[src/rtl/dotp_pkg.sv]
// Shared types and constants for the dot-product sequencer.
// FSM states, flush length and accumulator width helper.
package dotp_pkg;

    typedef enum logic [1:0] {
        S_LOAD  = 2'd0,
        S_FLUSH = 2'd1,
        S_OUT   = 2'd2
    } state_t;

    localparam int FLUSH_LEN = 2;

    function automatic int acc_width(input int nb_data, input int n_words);
        return 2 * nb_data + $clog2(n_words);
    endfunction

endpackage

[src/rtl/dotp_mac_stage.sv]
// Multiply-accumulate datapath: even-word latch, product register
// and accumulator, each cleared together on frame end or abort.
module dotp_mac_stage #(
    parameter int NB_DATA = 8,
    parameter int ACC_W   = 21
) (
    input  logic               clock,
    input  logic               reset,
    input  logic               i_clear,
    input  logic               i_latch,
    input  logic               i_mul,
    input  logic [NB_DATA-1:0] i_data,
    output logic [ACC_W-1:0]   o_acc
);

    localparam int PW = 2 * NB_DATA;

    logic [NB_DATA-1:0] r_a;
    logic [PW-1:0]      r_prod;
    logic               r_prod_vld;
    logic [ACC_W-1:0]   r_acc;

    logic [PW-1:0]      w_a_ext;
    logic [PW-1:0]      w_d_ext;
    logic [PW-1:0]      w_prod;
    logic [ACC_W-1:0]   w_prod_ext;

    // Low PW bits of a product of sign-extended operands equal the signed product
    assign w_a_ext    = {{NB_DATA{r_a[NB_DATA-1]}}, r_a};
    assign w_d_ext    = {{NB_DATA{i_data[NB_DATA-1]}}, i_data};
    assign w_prod     = w_a_ext * w_d_ext;
    assign w_prod_ext = {{(ACC_W-PW){r_prod[PW-1]}}, r_prod};
    assign o_acc      = r_acc;

    always_ff @(posedge clock or posedge reset) begin
        if (reset) begin
            r_a        <= '0;
            r_prod     <= '0;
            r_prod_vld <= 1'b0;
            r_acc      <= '0;
        end else if (i_clear) begin
            r_a        <= '0;
            r_prod     <= '0;
            r_prod_vld <= 1'b0;
            r_acc      <= '0;
        end else begin
            if (i_latch)
                r_a <= i_data;
            if (i_mul)
                r_prod <= w_prod;
            r_prod_vld <= i_mul;
            if (r_prod_vld)
                r_acc <= r_acc + w_prod_ext;
        end
    end

endmodule

[src/rtl/dot_product_sequencer.sv]
// Frame sequencer: accepts N_WORDS signed words, emits the sum of
// pairwise products through a valid/ready result handshake.
module dot_product_sequencer
    import dotp_pkg::*;
#(
    parameter  int N_WORDS = 32,
    parameter  int NB_DATA = 8,
    localparam int ACC_W   = acc_width(NB_DATA, N_WORDS)
) (
    input  logic               clock,
    input  logic               reset,
    input  logic               i_valid,
    input  logic [NB_DATA-1:0] i_data,
    output logic               o_ready,
    input  logic               i_abort,
    output logic               o_valid,
    output logic [ACC_W-1:0]   o_data,
    input  logic               i_ready,
    output logic               o_busy
);

    localparam int         CNT_W      = $clog2(N_WORDS);
    localparam logic [1:0] FLUSH_LAST = 2'(FLUSH_LEN - 1);

    state_t             r_state;
    state_t             w_next;
    logic [CNT_W-1:0]   r_cnt;
    logic [1:0]         r_flush;
    logic               r_valid;
    logic [ACC_W-1:0]   r_data;
    logic [ACC_W-1:0]   w_acc;
    logic               w_accept;
    logic               w_last;
    logic               w_ohs;
    logic               w_clear;
    logic               w_to_out;

    assign o_ready  = (r_state == S_LOAD);
    assign w_accept = i_valid & o_ready & ~i_abort;
    assign w_last   = (r_cnt == CNT_W'(N_WORDS - 1));
    assign w_ohs    = (r_state == S_OUT) & r_valid & i_ready;
    assign w_clear  = i_abort | w_ohs;
    assign w_to_out = (r_state == S_FLUSH) && (w_next == S_OUT);
    assign o_valid  = r_valid;
    assign o_data   = r_data;
    assign o_busy   = (r_cnt != '0) | (r_state != S_LOAD);

    always_comb begin
        w_next = r_state;
        case (r_state)
            S_LOAD:  if (w_accept && w_last) w_next = S_FLUSH;
            S_FLUSH: if (r_flush == FLUSH_LAST) w_next = S_OUT;
            S_OUT:   if (w_ohs) w_next = S_LOAD;
            default: w_next = S_LOAD;
        endcase
        // Abort wins over every transition, including the output handshake
        if (i_abort)
            w_next = S_LOAD;
    end

    always_ff @(posedge clock or posedge reset) begin
        if (reset) begin
            r_state <= S_LOAD;
            r_cnt   <= '0;
            r_flush <= '0;
            r_valid <= 1'b0;
            r_data  <= '0;
        end else begin
            r_state <= w_next;
            if (w_clear)
                r_cnt <= '0;
            else if (w_accept)
                r_cnt <= r_cnt + 1'b1;
            if (r_state == S_FLUSH && w_next == S_FLUSH)
                r_flush <= r_flush + 1'b1;
            else
                r_flush <= '0;
            if (i_abort) begin
                r_valid <= 1'b0;
            end else if (w_to_out) begin
                r_valid <= 1'b1;
                r_data  <= w_acc;
            end else if (w_ohs) begin
                r_valid <= 1'b0;
            end
        end
    end

    dotp_mac_stage #(
        .NB_DATA (NB_DATA),
        .ACC_W   (ACC_W)
    ) u_mac (
        .clock   (clock),
        .reset   (reset),
        .i_clear (w_clear),
        .i_latch (w_accept & ~r_cnt[0]),
        .i_mul   (w_accept & r_cnt[0]),
        .i_data  (i_data),
        .o_acc   (w_acc)
    );

endmodule

[config.mk]
export PLATFORM = sky130hd
export DESIGN_NAME = dot_product_sequencer
export DESIGN_NICKNAME = d
export VERILOG_FILES = /design/src/rtl/dotp_pkg.sv /design/src/rtl/dotp_mac_stage.sv /design/src/rtl/dot_product_sequencer.sv
export SDC_FILE = /design/constraint.sdc
export NUM_CORES = 1
export LEC_CHECK = 0
export CAP_MARGIN = 20
export CORE_MARGIN = 10
export CORE_UTILIZATION = 60
export DETAILED_ROUTE_END_ITERATION = 12
export GPL_ROUTABILITY_DRIVEN = 1
export PLACE_DENSITY_LB_ADDON = 0.1
export REMOVE_ABC_BUFFERS = 1
export SYNTH_ARGS = -nofsm -noshare
export SYNTH_HDL_FRONTEND = slang
export SYNTH_SLANG_ARGS = --single-unit
export TNS_END_PERCENT = 30
[constraint.sdc]
create_clock -name clock -period 6.3 [get_ports clock]
set_input_delay 0.63 -clock clock [delete_from_list [all_inputs] [get_ports clock]]
set_output_delay 0.63 -clock clock [all_outputs]
set_load 0.05 [all_outputs]
Word-level counts from Yosys, hierarchy flattened
Cells that the tools add are included.
Widths: inputs -> output; s select.
{ "totals": {"reg_bits": 77, "elab_cells": 59} }
{ "op_classes": {"add_sub_neg": 3, "mul": 1, "n_eq_ne": 6, "n_mux": 18, "bitwise_logic": 10, "reduce_logical": 12} }
{ "ops": {"columns": ["op", "count"], "rows": [
  ["$mux 21", 2],
  ["$mux 16", 2],
  ["$add 21x21->21", 1],
  ["$mul 8x8->16", 1],
  ["$mux 8", 2],
  ["$mux 2", 5],
  ["$mux 5", 2],
  ["$reduce_bool 2->1", 5],
  ["$and 1x1->1", 6],
  ["$eq 2x1->1 const B", 3],
  ["$pmux 2 s3", 1],
  ["$add 5x1->5 const B", 1],
  ["$eq 5x5->1 const B", 1],
  ["$reduce_bool 5->1", 1],
  ["$eq 2x2->1 const B", 2],
  ["$mux 1", 4],
  ["$logic_and 1x1->1", 3],
  ["$reduce_bool 3->1", 1],
  ["$add 2x1->2 const B", 1],
  ["$logic_not 2->1", 1],
  ["$not 1->1", 2],
  ["$or 1x1->1", 2],
  ["$reduce_and 2->1", 1]
]} }

Depth between registers and ports, before layout
Gate-level depths: netlist (run 1).
{ "logic_depth": {"ltp_word": 11, "ltp_mapped": 17, "depth_no_buf": 17} }

Modules after synthesis
A second synthesis (run 1) with hierarchy kept.
{ "unflattened": {"cells_unflattened": 693, "area_unflattened_um2": 6665.1} }
{ "by_module_without_submodules": {"columns": ["mod", "n_inst", "cells_per_inst", "area_each_um2", "seq_area_each_um2"], "rows": [
  ["dotp_mac_stage", 1, 589, 5341.4, 1151.1],
  ["dot_product_sequencer", 1, 104, 1323.8, 775.7]
]} }

Least setup slack after synthesis (run 1)
Ideal clock, no wire load.
{ "synth_timing": {"path_kind": "input -> register", "from": "input i_data[3]", "to": "register u_mac.r_prod[15]", "setup_ns": 0.095, "arrival_time_ns": 4.539, "t_required_ns": 6.205, "path_slack_ns": 1.665, "path_stages": 15, "path_buffers": 0, "cell_sequence": "and2_1 fa_1 inv_1 fa_1 inv_1 fa_1 inv_1 fa_1 inv_1 ha_1 nor2b_1 or4_1 o211ai_1 a21oi_1 o31ai_1"} }
{ "synth_between": {"elab_chain_len": 3} }
{ "synth_rtl": {"columns": ["item", "line", "rtl"], "rows": [
  ["start: declaration", "dot_product_sequencer.sv:13", "input logic [NB_DATA-1:0] i_data,"],
  ["$mul 8x8->16", "dotp_mac_stage.sv:31", "assign w_prod = w_a_ext * w_d_ext;"],
  ["$mux 16", "dotp_mac_stage.sv:49", "if (i_mul)"],
  ["$mux 16", "dotp_mac_stage.sv:41", "end else if (i_clear) begin"],
  ["end signal: assignment", "dotp_mac_stage.sv:50", "r_prod <= w_prod;"],
  ["end: declaration", "dotp_mac_stage.sv:19", "logic [PW-1:0] r_prod;"]
]} }
Every way passes these cells. The select of a mux whose other input is x is not followed.
A chain may end at the register's enable or synchronous reset.

Final worst setup path (run 1)
Same ends and word-level chain as after synthesis.

==> impl_metrics.json, run 1 <==
{
  "worstSkewPairLatency_ns": 0.36,
  "synth-xor-area-share_pct": 4.40,
  "hold_violations": 0,
  "worstSetupStartpoint": "i_data[3]",
  "ctsHoldBuffers": 0,
  "die_w_um": 125,
  "dr.pass1.iters": 4,
  "grt_start_max_net_pins": 78,
  "hold_ws_ns": 0.437,
  "setup_violations": 0,
  "leakagePower_uw": 0.00368,
  "synth_edf_count": 0,
  "synthMuxAreaShare_pct": 5.59,
  "grt_antenna_before_repair": 0,
  "antenna_cells": 0,
  "min_from": "r_flush[0]$_DFF_PP0_",
  "avgSynthCellArea_sq_um": 9.45,
  "core_sq_mm": 0.0108,
  "grt_pass1_wl_um": 22500,
  "synth_fa_ha_area_share_pct": 27.1,
  "die_y_um": 125,
  "synth_compound_area_share_pct": 10.7,
  "ys_seq_elements": 77,
  "cp_top_family": "adder cells",
  "die_area_sq_mm": 0.0155,
  "avgViaCountPerCell": 5.40,
  "first_global_vias": 4871,
  "clock_path_buffers": 2,
  "ff2ff_path_depth": 15,
  "max_stage_delay_ns": 0.56,
  "cts_buffers": 9,
  "grt_setup_unrepaired": "false",
  "maxCapViolations": 0,
  "endpoint": "u_mac.r_prod[15]$_DFFE_PP0P_",
  "cts.sinks": 77,
  "critPathRequiredTime_ns": 6.57,
  "powerDensity_mw_per_mm2": 194,
  "cpMaxStageDelayCell": "fa_1",
  "place_congestion": 0.902,
  "status": "finished, final reports clean",
  "worstSetupEndpointType": "flip-flop",
  "syn_to_final_growth_pct": 11.6,
  "path_cells": "clkdlybuf4s50_1, and2_1, fa_1, inv_1, fa_1, inv_1, fa_1, inv_1, fa_1, inv_1, ha_1, nor2b_1, or4_1, o211ai_1, a21oi_1, o31ai_1",
  "path_depth": 16,
  "final_core_util_pct": 68.0,
  "synth_seq_area_share_pct": 29.3,
  "wl_per_cell_um": 14.5,
  "ctsResizeCount": 0,
  "ios": 37,
  "fin_setup_tns_ns": 0,
  "synth_area_sq_mm": 0.00658,
  "worst_pin_slew_ns": 0.964,
  "fmax_mhz": 197,
  "drt-initial-drc-count": 202,
  "startpoint_type": "input port",
  "worst_clock_skew_ns": 0.0112,
  "grt_usage_pct": 17.1,
  "path_class": "in -> reg",
  "drcViolationCount": 0,
  "final_cell_mix": "inv_1 (100), dfrtp_1 (77), nand2_1 (68)",
  "drv_slew": 0,
  "via_count": 4756,
  "dpl.hpwl_um": 10200,
  "period_share_pct": 80.4,
  "synth_simple_gate_area_share_pct": 16.3,
  "hold_class": "reg -> reg",
  "drt_wl_total_um": 12800,
  "path_clk_slew_ns": 0.07,
  "synth_cell_types": 52,
  "crit_arrival_ns": 5.34,
  "layout-drive-gt1-share_pct": 7.70,
  "htreeDepth": 3,
  "cts_tree": "yes",
  "synth-async-reset-ratio_pct": 100,
  "max-slew-margin-rel_pct": 35.7,
  "reg2reg_setup_slack_ns": 1.61,
  "cp_max_fo": 9,
  "std_cell_rows": 38,
  "synth_top_family_by_area": "adder cells",
  "ys.flop_type": "dfrtp_1",
  "vdd_ir_drop_max_mv": 0.138,
  "r2r_end": "u_mac.r_prod[15]$_DFFE_PP0P_",
  "final_common_cell": "inv_1",
  "grt.overflow.total": 0,
  "cts-root-buf": "clkbuf_8",
  "fin_nets": 857,
  "start_util_pct": 60.9,
  "cts_setup_buffers": 0,
  "r2r-start": "u_mac.r_a[7]$_DFFE_PP0P_",
  "syn_inst": 696,
  "path_buf_inv": 5,
  "portBuffers": 36,
  "yosys_warnings": 0,
  "ant_nets": 0,
  "finalCriticalPeriod_ns": 5.07
}
==> state kept, by name (all words and copies together), names as in the netlist <==
name              flops
o_data               21
u_mac.o_acc          21
u_mac.r_prod         16
u_mac.r_a             8
r_cnt                 5
r_flush               2
r_state               2
o_valid               1
u_mac.r_prod_vld      1
==> stage by stage <==
step	instance area, sq um	instances	worst slack (ns)	total power, uW
5_1_grt	7330	880	0.975	1530
6_report	7330	880	1.23	1430
4_1_cts	7330	880	1.22	1440
3_3_place_gp	7110	864	0.956	995
2_1_floorplan	6530	683	1.66	911
3_5_place_dp	7110	864	0.823	1020
==> layout make-up <==
cell class	instances	area (sq um)
Inverter	102	383
Clock buffer	12	155
Timing Repair Buffer	41	398
Multi-Input combinational cell	504	4230
Fill cell	880	3460
Tap cell	140	175
Sequential cell	77	1930
Clock inverter	4	70.1
==> cells by family after synthesis <==
kind of cell	Yosys count
AO/OA/AOI/OAI	113
XOR/XNOR	33
adder cells (fa/ha/maj)	109
buffers and inverters	115
flip-flops	77
multiplexers	34
AND/OR/NAND/NOR	215
==> cell usage after synthesis, types with 3 or more instances <==
cell type | instances | share of area (%)
inv_1 | 101 | 5.8
dfrtp_1 | 77 | 29
nand2_1 | 68 | 3.9
fa_1 | 56 | 17
ha_1 | 53 | 10
and2_1 | 44 | 4.2
nor2_1 | 36 | 2.1
a21oi_1 | 33 | 2.5
o21ai_0 | 27 | 2.1
nand3_1 | 23 | 1.8
mux2_2 | 22 | 3.8
xnor2_1 | 17 | 2.3
xor2_1 | 16 | 2.1
a21o_1 | 12 | 1.4
mux2i_1 | 12 | 1.8
clkbuf_1 | 9 | 0.51
nor2b_1 | 9 | 0.86
a31oi_1 | 8 | 0.76
nor3_1 | 8 | 0.61
o21bai_1 | 6 | 0.69
a211oi_1 | 5 | 0.57
and3_1 | 4 | 0.38
nand2b_1 | 4 | 0.38
nor3b_1 | 4 | 0.46
o211ai_1 | 4 | 0.46
buf_1 | 3 | 0.17
o21a_1 | 3 | 0.34
o21ai_1 | 3 | 0.23
or3_1 | 3 | 0.29
==> worst reg2reg max path: cells and delay by family (launching register included) <==
family | cells | cell delay (ns)
adders and majority gates | 5 | 2.52
and+or+nand+nor | 3 | 0.79
AOI/OAI and AO/OA | 3 | 0.50
DFF | 1 | 0.48
buffers and inverters | 4 | 0.28
==> where the power goes <==
| part | switching [uW] | leakage (uW) | internal (uW) |
|---|---|---|---|
| logic | 277 | 0.00250 | 202 |
| registers | 16.6 | 0.00107 | 507 |
| clock network | 179 | 0.000116 | 244 |
| total | 473 | 0.00368 | 953 |
==> worst min path at each step <==
| stage | cells after the start | end |
|---|---|---|
| after detailed placement | 1 | r_flush[0]$_DFF_PP0_ |
| after global placement | 1 | r_flush[0]$_DFF_PP0_ |
| final | 1 | r_flush[0]$_DFF_PP0_ |
| after floorplan | 1 | r_flush[0]$_DFF_PP0_ |
| after CTS | 1 | r_flush[0]$_DFF_PP0_ |
| after global routing | 1 | r_flush[0]$_DFF_PP0_ |
==> per-layer routing <==
layer / vias to the layer above / GRT usage [%] / share of wire [%]
met5: - / 0 / 0
met4: 0 / 7.06 / 2.4
met1: 2283 / 20.6 / 46
met2: 86 / 29.7 / 49
met3: 20 / 2.64 / 3.3
li1: 2367 / - / -
(Power assumes the default switching activity.)
==> inputs of run 2 (changes only) <==
Settings changed: CORE_UTILIZATION 60 to 56.
Clock period 6.3 ns to 4.6 ns, I/O delays scaled along.
==> impl_metrics.json, run 2 (synthesis gave the netlist of run 1 again) <==
{
  "status": "finished, final reports clean",
  "crit_arrival_ns": 4.67,
  "met1_length_um": 5930,
  "drt-initial-drc-count": 207,
  "wl_met2_um": 6740,
  "r2r-start": "u_mac.r_a[7]$_DFFE_PP0P_",
  "final_common_cell": "inv_1",
  "vdd_ir_drop_max_mv": 0.223,
  "min_from": "r_flush[0]$_DFF_PP0_",
  "leakagePower_uw": 0.00395,
  "final_area_sq_mm": 0.00779,
  "drcViolationCount": 0,
  "max-slew-margin-rel_pct": 44.3,
  "cts-root-buf": "clkbuf_16",
  "whs_path_depth": 1,
  "place_congestion": 0.868,
  "core_sq_mm": 0.0115,
  "powerDensity_mw_per_mm2": 277,
  "hold_violations": 0,
  "portBuffers": 36,
  "antenna_cells": 0,
  "worstSetupEndpointType": "flip-flop",
  "cp_max_fo": 5,
  "cts_tree": "yes",
  "dr_wl_met3_um": 449,
  "dr.pass1.iters": 4,
  "grt_antenna_before_repair": 0,
  "cts.sinks": 77,
  "final.fill_count": 920,
  "final_cell_mix": "inv_1 (99), dfrtp_1 (74), nand2_1 (68)",
  "finalCriticalPeriod_ns": 4.46,
  "via_count": 4893,
  "ant_nets": 0,
  "ios": 37,
  "grt_usage_pct": 16.9,
  "ff2ff_path_depth": 14,
  "avgViaCountPerCell": 5.30,
  "dpl.hpwl_um": 10600,
  "std_cell_rows": 39,
  "start_util_pct": 57.3,
  "path_class": "in -> reg",
  "r2r_end": "u_mac.r_prod[15]$_DFFE_PP0P_",
  "hold_end": "r_flush[0]$_DFF_PP0_",
  "setup_violations": 0,
  "period_share_pct": 97.0,
  "placed_area_sq_mm": 0.00740,
  "grt_start_max_net_pins": 48,
  "ctsHoldBuffers": 0,
  "fin_nets": 898,
  "drv_slew": 0,
  "wl_per_cell_um": 14.4,
  "htreeDepth": 3,
  "die_w_um": 128,
  "fmax_mhz": 224,
  "clock_path_buffers": 2,
  "cts_buffers": 9,
  "grt.overflow.total": 0,
  "reg2reg_setup_slack_ns": 0.21,
  "first_global_vias": 4920,
  "topRoutingLayerUsed": "met4",
  "worstSkewPairLatency_ns": 0.34,
  "layout-drive-gt1-share_pct": 14.5,
  "worst_clock_skew_ns": 0.00639,
  "die_area_sq_mm": 0.0165,
  "drt_wl_total_um": 13300,
  "syn_to_final_growth_pct": 18.4,
  "grt_pass1_wl_um": 23000,
  "die_y_um": 128,
  "critPathRequiredTime_ns": 4.81,
  "fin_setup_tns_ns": 0,
  "worst_pin_slew_ns": 0.834,
  "path_clk_slew_ns": 0.06,
  "power_uw": 2160,
  "startpoint_type": "input port",
  "maxCapViolations": 0,
  "hold_class": "reg -> reg"
}
[run 2: cell types whose count changed in the layout (fill, tap and decap cells not counted), sizes merged]
cell           change
buf               +41
clkdlybuf4s50      -6
dlymetal6s2s       +4
bufinv             -2
clkinvlp           +2
dlygate4sd2        +2
clkbuf             +1
inv                -1
[run 2: timing repair]
item | CTS | global route
resized for setup | 3 | 20
endpoints found under the setup margin | 1 | 4
setup buffers | 0 | 3
pin swaps | 0 | 11
[run 2: routing by layer]
layer | up-vias | GRT usage, %
met5 | - | 0
met4 | 0 | 5.50
met3 | 13 | 3.12
met2 | 64 | 29.5
met1 | 2367 | 20.6
li1 | 2449 | -
[run 2: worst max-delay path, stage by stage]
cell             delay [ns]
clkdlybuf4s50_1        0.49
and2_2                 0.27
fa_1                   0.51
inv_1                  0.05
fa_1                   0.49
inv_1                  0.05
fa_1                   0.47
inv_1                  0.05
fa_1                   0.52
inv_1                  0.04
ha_1                   0.33
a21oi_2                0.16
o21ai_0                0.10
a21o_1                 0.19
a31oi_2                0.22
mux2i_1                0.20
nand3_1                0.08
[run 2: report_power, final]
part	switching, uW	internal (uW)	total, uW
registers	24.4	696	721
logic	405	365	770
clock network	275	394	669
total	704	1460	2160
[run 2: final cells by class]
| type | count | area [sq um] | share of cell area, % |
|---|---|---|---|
| clock buffers | 13 | 260 | 3.34 |
| flip-flops and latches | 77 | 1930 | 24.8 |
| well taps | 143 | 179 | 2.30 |
| repair buffers | 82 | 717 | 9.21 |
| inverters | 102 | 384 | 4.93 |
| clock inverters | 3 | 20.0 | 0.257 |
| multi-input cells | 504 | 4300 | 55.2 |
[run 2: per-stage QoR]
stage / setup slack [ns] / hold WS [ns] / cells / util, %
after floorplan: 0.132 / 0.408 / 683 / -
after global placement: -0.303 / 0.419 / 905 / 64.5
after detailed placement: -0.362 / 0.423 / 905 / 64.5
after CTS: 0.00124 / 0.431 / 921 / 67.0
after global routing: -0.0525 / 0.444 / 924 / 67.9
final: 0.136 / 0.426 / 924 / 67.9
[run 2: how the worst max path moves through the flow]
| stage | startpoint | to | slack, ns | cells past startpoint |
|---|---|---|---|---|
| after detailed placement | i_data[2] | u_mac.r_prod[15]$_DFFE_PP0P_ | -0.36 | 17 |
| after CTS | i_data[7] | u_mac.r_prod[15]$_DFFE_PP0P_ | 0.001 | 15 |
| final | i_data[0] | u_mac.r_prod[14]$_DFFE_PP0P_ | 0.14 | 17 |
| after global placement | i_data[2] | u_mac.r_prod[15]$_DFFE_PP0P_ | -0.30 | 17 |
| after floorplan | i_data[3] | u_mac.r_prod[15]$_DFFE_PP0P_ | 0.13 | 15 |
| after global routing | i_data[1] | u_mac.r_prod[14]$_DFFE_PP0P_ | -0.05 | 17 |
==> inputs of run 3 (changes only) <==
Settings changed: CTS_BUF_LIST set to sky130_fd_sc_hd__clkbuf_16.
==> impl_metrics.json, run 3 (synthesis gave the netlist of run 1 again) <==
{
  "p_int_uw": 1420,
  "hold_violations": 0,
  "cts_buffers": 9,
  "worstSetupEndpointType": "flip-flop",
  "cts_tree": "yes",
  "htreeDepth": 3,
  "drt_wl_total_um": 13300,
  "cts-root-buf": "clkbuf_16",
  "drt-initial-drc-count": 200,
  "grt.overflow.total": 0,
  "grt_usage_pct": 16.8,
  "combPwrFrac_pct": 36.3,
  "final_core_util_pct": 67.7,
  "path_cells": "clkdlybuf4s50_1, and2_2, fa_1, inv_1, fa_1, inv_1, fa_1, inv_1, fa_1, inv_1, ha_1, a21oi_2, o21ai_0, a21o_1, a31oi_2, mux2i_1, nand3_1",
  "drv_slew": 0,
  "ant_nets": 0,
  "instances_no_fill": 924,
  "final_cell_mix": "inv_1 (101), dfrtp_1 (74), nand2_1 (68)",
  "power_frac_clock_pct": 29.7,
  "finalCriticalPeriod_ns": 4.46,
  "avgViaCountPerCell": 5.31,
  "post-place-ws_ns": -0.362,
  "std_cell_rows": 39,
  "p_sw_uw": 702,
  "cp_top_family": "adder cells",
  "cpMaxStageDelayCell": "fa_1",
  "grt_start_max_net_pins": 48,
  "setup_slack_ns": 0.136,
  "die_y_um": 128,
  "first_global_vias": 4911,
  "worst_clock_skew_ns": 0.00651,
  "antenna_cells": 0,
  "setup_violations": 0,
  "clock_path_buffers": 2,
  "ctsHoldBuffers": 0,
  "cts.sinks": 77,
  "vdd_ir_drop_max_mv": 0.204,
  "cp_max_fo": 5,
  "portBuffers": 36,
  "syn_to_final_growth_pct": 18.1,
  "ios": 37,
  "final_common_cell": "inv_1",
  "crit_arrival_ns": 4.68,
  "core_sq_mm": 0.0115,
  "path_buf_inv": 5,
  "grt_antenna_before_repair": 0,
  "max-slew-margin-rel_pct": 42.9,
  "dpl.hpwl_um": 10600,
  "powerDensity_mw_per_mm2": 273,
  "drcViolationCount": 0,
  "hold_class": "reg -> reg",
  "startpoint_type": "input port",
  "power_frac_seq_pct": 34.0,
  "status": "finished, final reports clean",
  "switching_share_pct": 33.1,
  "max_stage_delay_ns": 0.52,
  "via_count": 4904,
  "wl_per_cell_um": 14.4,
  "critPathRequiredTime_ns": 4.81,
  "die_w_um": 128,
  "place_congestion": 0.868,
  "path_class": "in -> reg",
  "dr.pass1.iters": 4,
  "path_clk_slew_ns": 0.06,
  "placed_cells": 905,
  "period_share_pct": 97.0,
  "start_util_pct": 57.3,
  "final.fill_count": 925,
  "worstSkewPairLatency_ns": 0.34,
  "fin_nets": 898,
  "layout-drive-gt1-share_pct": 14.2,
  "fmax_mhz": 224,
  "die_area_sq_mm": 0.0165,
  "leakagePower_uw": 0.00394,
  "grt_pass1_wl_um": 22900,
  "maxCapViolations": 0,
  "worst_pin_slew_ns": 0.856
}
-- run 3: cell count changes in the layout (fill, tap and decap cells not counted), sizes merged --
cell / delta
inv: +2
clkinv: +2
clkbuf: -4
-- run 3: final cells by class --
cell class                 instances  area, sq um  share of cell area (%)
sequential                        77         1930                    24.9
clock inverter                     7         35.0                   0.451
multi-input combinational        504         4300                    55.3
timing repair buffer              82          717                    9.23
inverter                         102          384                    4.95
tap                              143          179                    2.30
clock buffer                       9          225                    2.90
-- run 3: worst paths after layout --
| path | slack, ns | startpoint | end | cells after the start |
|---|---|---|---|---|
| worst min register to register | 0.43 | r_flush[0]$_DFF_PP0_ | r_flush[0]$_DFF_PP0_ | 1 |
| worst max register to register | 0.22 | u_mac.r_a[7]$_DFFE_PP0P_ | u_mac.r_prod[15]$_DFFE_PP0P_ | 14 |
| worst max-delay path | 0.14 | i_data[0] | u_mac.r_prod[14]$_DFFE_PP0P_ | 17 |
| max in group asynchronous | 3.16 | reset | u_mac.o_acc[10]$_DFFE_PP0P_ | 3 |
| worst min-delay path | 0.43 | r_flush[0]$_DFF_PP0_ | r_flush[0]$_DFF_PP0_ | 1 |
| min in group asynchronous | 0.58 | reset | u_mac.o_acc[0]$_DFFE_PP0P_ | 2 |
-- run 3: metrics by stage --
step	power (uW)	setup TNS [ns]	instance area (sq um)	hold WS (ns)
floorplan	1250	0	6530	0.408
finish	2120	0	7770	0.426
global route	2300	-0.0640	7770	0.444
CTS	2100	0	7660	0.431
detailed placement	1470	-1.58	7400	0.423
global placement	1450	-1.18	7400	0.419
-- run 3: metal layers --
metal  GRT usage [%]  share of wire [%]  up-vias
met2            29.3                 50       77
met1            20.6                 45     2366
li1                -                  -     2448
met3            3.12                3.6       13
met4            5.50                1.5        0
met5               0                  0        -
-- run 3: power groups by stage --
stage               logic (uW)  clock network [uW]  registers [uW]
global placement           720                   0             731
floorplan                  524                   0             724
CTS                        741                 644             720
detailed placement         737                   0             732
finish                     769                 629             721
global route               897                 677             724
-- run 3: repair_timing --
| item | CTS | global route |
|---|---|---|
| setup buffers | 0 | 3 |
| endpoints found under the setup margin | 1 | 4 |
| gates resized for setup | 3 | 20 |
| pin swaps | 0 | 11 |
| cloned | 0 | 0 |
